**src/rtl/debounce_pkg.sv**
```systemverilog
// Shared types and default constants for the debounce_edge input conditioner.
package debounce_pkg;

    typedef enum logic [1:0] {
        STABLE_LO = 2'd0,
        WAIT_HI   = 2'd1,
        STABLE_HI = 2'd2,
        WAIT_LO   = 2'd3
    } state_e;

    localparam int DEF_SYNC_STAGES   = 2;
    localparam int DEF_STABLE_CYCLES = 4;
    localparam int DEF_CNT_W         = 8;

endpackage

```
**src/rtl/debounce_edge_sync_chain.sv**
```systemverilog
// Multi-flop synchronizer bringing an asynchronous level into the clk domain.
module sync_chain #(
    parameter int SYNC_STAGES = 2
) (
    input  logic clk,
    input  logic reset,
    input  logic d_i,
    output logic q_o
);

    logic [SYNC_STAGES-1:0] sync_q;

    always_ff @(posedge clk) begin
        if (reset) begin
            sync_q <= '0;
        end else begin
            sync_q <= {sync_q[SYNC_STAGES-2:0], d_i};
        end
    end

    assign q_o = sync_q[SYNC_STAGES-1];

endmodule

```
**src/rtl/debounce_edge.sv**
```systemverilog
// Synchronizes a bouncing level, qualifies it with a run-length counter and
// emits a clean registered level plus one-cycle rise/fall strobes.
module debounce_edge
    import debounce_pkg::*;
#(
    parameter int SYNC_STAGES   = DEF_SYNC_STAGES,
    parameter int STABLE_CYCLES = DEF_STABLE_CYCLES,
    parameter int CNT_W         = DEF_CNT_W
) (
    input  logic clk,
    input  logic reset,
    input  logic din,
    input  logic sample_en,
    output logic dout,
    output logic rise,
    output logic fall,
    output logic busy
);

    localparam logic [CNT_W-1:0] CNT_LAST = CNT_W'(STABLE_CYCLES - 1);
    localparam logic [CNT_W-1:0] CNT_ONE  = CNT_W'(1);

    logic             s;
    state_e           state_q, state_d;
    logic [CNT_W-1:0] cnt_q, cnt_d;
    logic             dout_q, dout_d;
    logic             rise_q, rise_d;
    logic             fall_q, fall_d;
    logic             busy_q, busy_d;

    sync_chain #(
        .SYNC_STAGES(SYNC_STAGES)
    ) u_sync (
        .clk  (clk),
        .reset(reset),
        .d_i  (din),
        .q_o  (s)
    );

    always_comb begin
        state_d = state_q;
        cnt_d   = cnt_q;
        dout_d  = dout_q;
        rise_d  = 1'b0;
        fall_d  = 1'b0;
        case (state_q)
            STABLE_LO: begin
                if (s && sample_en) begin
                    // A single required sample means the first qualified mismatch commits.
                    if (STABLE_CYCLES == 1) begin
                        dout_d  = 1'b1;
                        rise_d  = 1'b1;
                        state_d = STABLE_HI;
                    end else begin
                        state_d = WAIT_HI;
                        cnt_d   = CNT_ONE;
                    end
                end
            end
            STABLE_HI: begin
                if (!s && sample_en) begin
                    if (STABLE_CYCLES == 1) begin
                        dout_d  = 1'b0;
                        fall_d  = 1'b1;
                        state_d = STABLE_LO;
                    end else begin
                        state_d = WAIT_LO;
                        cnt_d   = CNT_ONE;
                    end
                end
            end
            WAIT_HI: begin
                if (!s) begin
                    state_d = STABLE_LO;
                    cnt_d   = '0;
                end else if (sample_en) begin
                    if (cnt_q == CNT_LAST) begin
                        dout_d  = 1'b1;
                        rise_d  = 1'b1;
                        cnt_d   = '0;
                        state_d = STABLE_HI;
                    end else begin
                        cnt_d = cnt_q + CNT_ONE;
                    end
                end
            end
            WAIT_LO: begin
                if (s) begin
                    state_d = STABLE_HI;
                    cnt_d   = '0;
                end else if (sample_en) begin
                    if (cnt_q == CNT_LAST) begin
                        dout_d  = 1'b0;
                        fall_d  = 1'b1;
                        cnt_d   = '0;
                        state_d = STABLE_LO;
                    end else begin
                        cnt_d = cnt_q + CNT_ONE;
                    end
                end
            end
            default: begin
                state_d = STABLE_LO;
                cnt_d   = '0;
            end
        endcase
        busy_d = (state_d == WAIT_HI) || (state_d == WAIT_LO);
    end

    always_ff @(posedge clk) begin
        if (reset) begin
            state_q <= STABLE_LO;
            cnt_q   <= '0;
            dout_q  <= 1'b0;
            rise_q  <= 1'b0;
            fall_q  <= 1'b0;
            busy_q  <= 1'b0;
        end else begin
            state_q <= state_d;
            cnt_q   <= cnt_d;
            dout_q  <= dout_d;
            rise_q  <= rise_d;
            fall_q  <= fall_d;
            busy_q  <= busy_d;
        end
    end

    assign dout = dout_q;
    assign rise = rise_q;
    assign fall = fall_q;
    assign busy = busy_q;

endmodule

```
**config.mk**
```make
export PLATFORM = sky130hd
export DESIGN_NAME = debounce_edge
export DESIGN_NICKNAME = d
export VERILOG_FILES = /design/src/rtl/debounce_pkg.sv /design/src/rtl/debounce_edge_sync_chain.sv /design/src/rtl/debounce_edge.sv
export SDC_FILE = /design/constraint.sdc
export NUM_CORES = 1
export LEC_CHECK = 0
export ABC_CLOCK_PERIOD_IN_PS = 2220
export CORE_MARGIN = 2
export CORE_UTILIZATION = 40
export DETAILED_ROUTE_END_ITERATION = 12
export SKIP_LAST_GASP = 1
export SYNTH_ARGS = -nofsm -noshare
export SYNTH_HDL_FRONTEND = slang
export SYNTH_HIERARCHICAL = 1
export SYNTH_SLANG_ARGS = --single-unit
```
**constraint.sdc**
```tcl
create_clock -name clk -period 2.22 [get_ports clk]
set_input_delay 0.222 -clock clk [delete_from_list [all_inputs] [get_ports clk]]
set_output_delay 0.222 -clock clk [all_outputs]
set_load 0.01 [all_outputs]
```
==> results.sh <==
export IMPL_synth_top_area_share_pct=44.3
export IMPL_cts_hold_buf=0
export IMPL_intPower_w=0.000363
export IMPL_drtIter0Drc=12
export IMPL_cp_max_fo=6
export IMPL_clkPwrFrac_pct=31.4
export IMPL_antenna_cells=0
export IMPL_fin_ws_ns=0.668
export IMPL_finalMaxSlewViolations=0
export IMPL_holdCritPathClass="register to register"
export IMPL_holdWs_ns=0.444
export IMPL_crit_type="register to register"
export IMPL_synth_cell_types=32
export IMPL_start_util_pct=42.3
export IMPL_area_growth_pct=15.4
export IMPL_synthFlopType="dfxtp_1"
export IMPL_coreArea_um2=1710
export IMPL_final_cell_mix="dfxtp_1 (16), clkdlybuf4s50_1 (7), nor3_1 (6), nor2_1 (5), xor2_1 (5)"
export IMPL_drt_pass1_iter_count=4
export IMPL_synth_seq_cells=16
export IMPL_via_count=555
export IMPL_ios=8
export IMPL_row_count=15
export IMPL_tightest_slew_ns=0.583
export IMPL_p_sw_w=0.0000983
export IMPL_crit_required_ns=2.37
export IMPL_slew_headroom_pct=61.0
export IMPL_hpwl_um=940
export IMPL_clk_latency_ns=0.28
export IMPL_layout_commonest_cell="dfxtp_1"
export IMPL_seq_area_frac_synth_pct=44.3
export IMPL_min_to="u_sync/sync_q[1]"
export IMPL_antenna_found_initial=0
export IMPL_reg2reg_depth=4
export IMPL_setup_viol=0
export IMPL_hold_viol=0
export IMPL_cts_setup_buffers=0
export IMPL_clock_sinks=16
export IMPL_grt_pass1_wl_um=2350
export IMPL_io_buffers=7
export IMPL_fin_crit_ns=1.55
export IMPL_clock_path_buffers=2
export IMPL_worstHoldStart="u_sync/sync_q[0]"
export IMPL_drt_total_wl_um=1330
export IMPL_vias_per_cell=5.29
export IMPL_syn_area_per_cell_um2=9.91
export IMPL_synth_edff_count=0
export IMPL_nets=87
export IMPL_status="finished clean"
export IMPL_grt_pass1_vias=542
export IMPL_period_share_pct=69.9
export IMPL_finClkSkew_ns=0.00291
export IMPL_worstPathArrival_ns=1.70
export IMPL_maxCapViolations=0
export IMPL_ant_nets=0
export IMPL_die_area_um2=2160
export IMPL_avgRoutedWirePerCell_um=12.6
export IMPL_setup_tns_ns=0
export IMPL_numCtsBuffers=3
export IMPL_gr_total_overflow=0
export IMPL_tritoncts="done"
export IMPL_routabilityCongestion=0.730
export IMPL_grt_usage_pct=15.5
export IMPL_r2r_start="cnt_q[4]"
export IMPL_synth_area_leaders="dfxtp_1 (44%), xor2_1 (6.1%), o2111ai_1 (4.8%)"
export IMPL_vdd_drop_max_v=0.000319
export IMPL_post_cts_resized_instances=0
export IMPL_drc=0
export IMPL_netlist_instances=73
export IMPL_syn_nets=78
export IMPL_synth_top_cell_by_area="dfxtp_1"
export IMPL_p_seq_share_pct=63.6
export IMPL_grt_max_degree=17
export IMPL_timing_reg2reg_setup_slack_ns=0.67
export IMPL_switching_share_pct=21.3
export IMPL_clock_root_buffer="clkbuf_4"
export IMPL_drive_above_1_share_pct=12.5
export IMPL_fmaxAchievable_ghz=0.644
export IMPL_netlist_area_um2=723
export IMPL_power_leakage_nw=0.297
export IMPL_clk_pin_slew_ns=0.09
export IMPL_cp_end_kind="register"
export IMPL_ys_warn_count=6
export IMPL_dieHeight_um=46.5
export IMPL_async_flop_share_pct=0
export IMPL_fp_dieW_um=46.5
export IMPL_start_kind="register"
export IMPL_htreeDepth=1
export IMPL_dp_slack_ns=0.396
export IMPL_holdPathStages=1
export IMPL_combPwrFrac_pct=5.0
export IMPL_rsz0062_at_grt="no"
export IMPL_rr_endpoint="cnt_q[7]"
export IMPL_power_density_nw_per_um2=553
[worst max-delay path by stage]
stage	start	endpoint	slack (ns)	depth (start not counted)
after floorplan	cnt_q[0]	dout	0.82	5
after global placement	sample_en	dout	0.44	5
after detailed placement	sample_en	cnt_q[7]	0.40	5
after CTS	cnt_q[4]	cnt_q[7]	0.66	4
after global routing	u_sync/sync_q[1]	cnt_q[5]	0.50	4
final	cnt_q[4]	cnt_q[7]	0.67	4
[per-layer routing]
layer	GRT usage (%)	wire length [um]	up-vias	part of all wire (%)
met2	22.8	608	6	46
met1	21.3	671	259	51
met4	8.57	13	0	0.98
met3	2.35	32	2	2.4
li1	-	-	288	-
met5	0	0	-	0
[registers in the layout, indices dropped and copies added, names as in the netlist]
signal and cells:
cnt_q 8, fall 1, rise 1, u_sync/sync_q 2, state_q 2, dout 1, busy 1
[final cells by class]
cell class / instances / area, um^2
tap: 25 / 31.3
clock buffer: 3 / 22.5
fill: 174 / 873
timing repair buffer: 7 / 70.1
multi-input combinational: 53 / 387
sequential: 16 / 320
inverter: 1 / 3.75
[kinds of logic after synthesis]
group / synth area share, %
XOR/XNOR: 8.30
adder cells (fa/ha/maj): 1.73
buffers and inverters: 2.25
AND/OR/NAND/NOR: 24.4
AO/OA/AOI/OAI: 16.3
flip-flops: 44.3
multiplexers: 2.77
[through the flow]
| stage | cells | area, um^2 | utilization [%] | total power (W) |
|---|---|---|---|---|
| floorplan | 73 | 723 | - | 0.000314 |
| global placement | 102 | 812 | 47.5 | 0.000323 |
| detailed placement | 102 | 812 | 47.5 | 0.000324 |
| CTS | 105 | 835 | 48.9 | 0.000472 |
| global route | 105 | 835 | 48.9 | 0.000490 |
| finish | 105 | 835 | 48.9 | 0.000461 |
[power by group through the flow]
stage               Clock, W  Combinational (W)  Sequential, W
detailed placement         0          0.0000232       0.000301
global route        0.000170          0.0000260       0.000295
finish              0.000145          0.0000231       0.000294
global placement           0          0.0000228       0.000301
CTS                 0.000155          0.0000233       0.000294
floorplan                  0          0.0000146       0.000299
[synthesized netlist by cell type (all sizes together), types with 3 or more instances]
master / number
clkbuf: 3
dfxtp: 16
nand2: 4
nand3: 3
nor2: 5
nor3: 6
o2111ai: 4
xor2: 6
[critical path, cell delays in order, from the launching register on]
cell     delay (ns)
dfxtp_1        0.36
nor4_2         0.44
nand2_1        0.21
a21oi_2        0.32
nor3_1         0.09
Power figures use the tool's default switching activity.
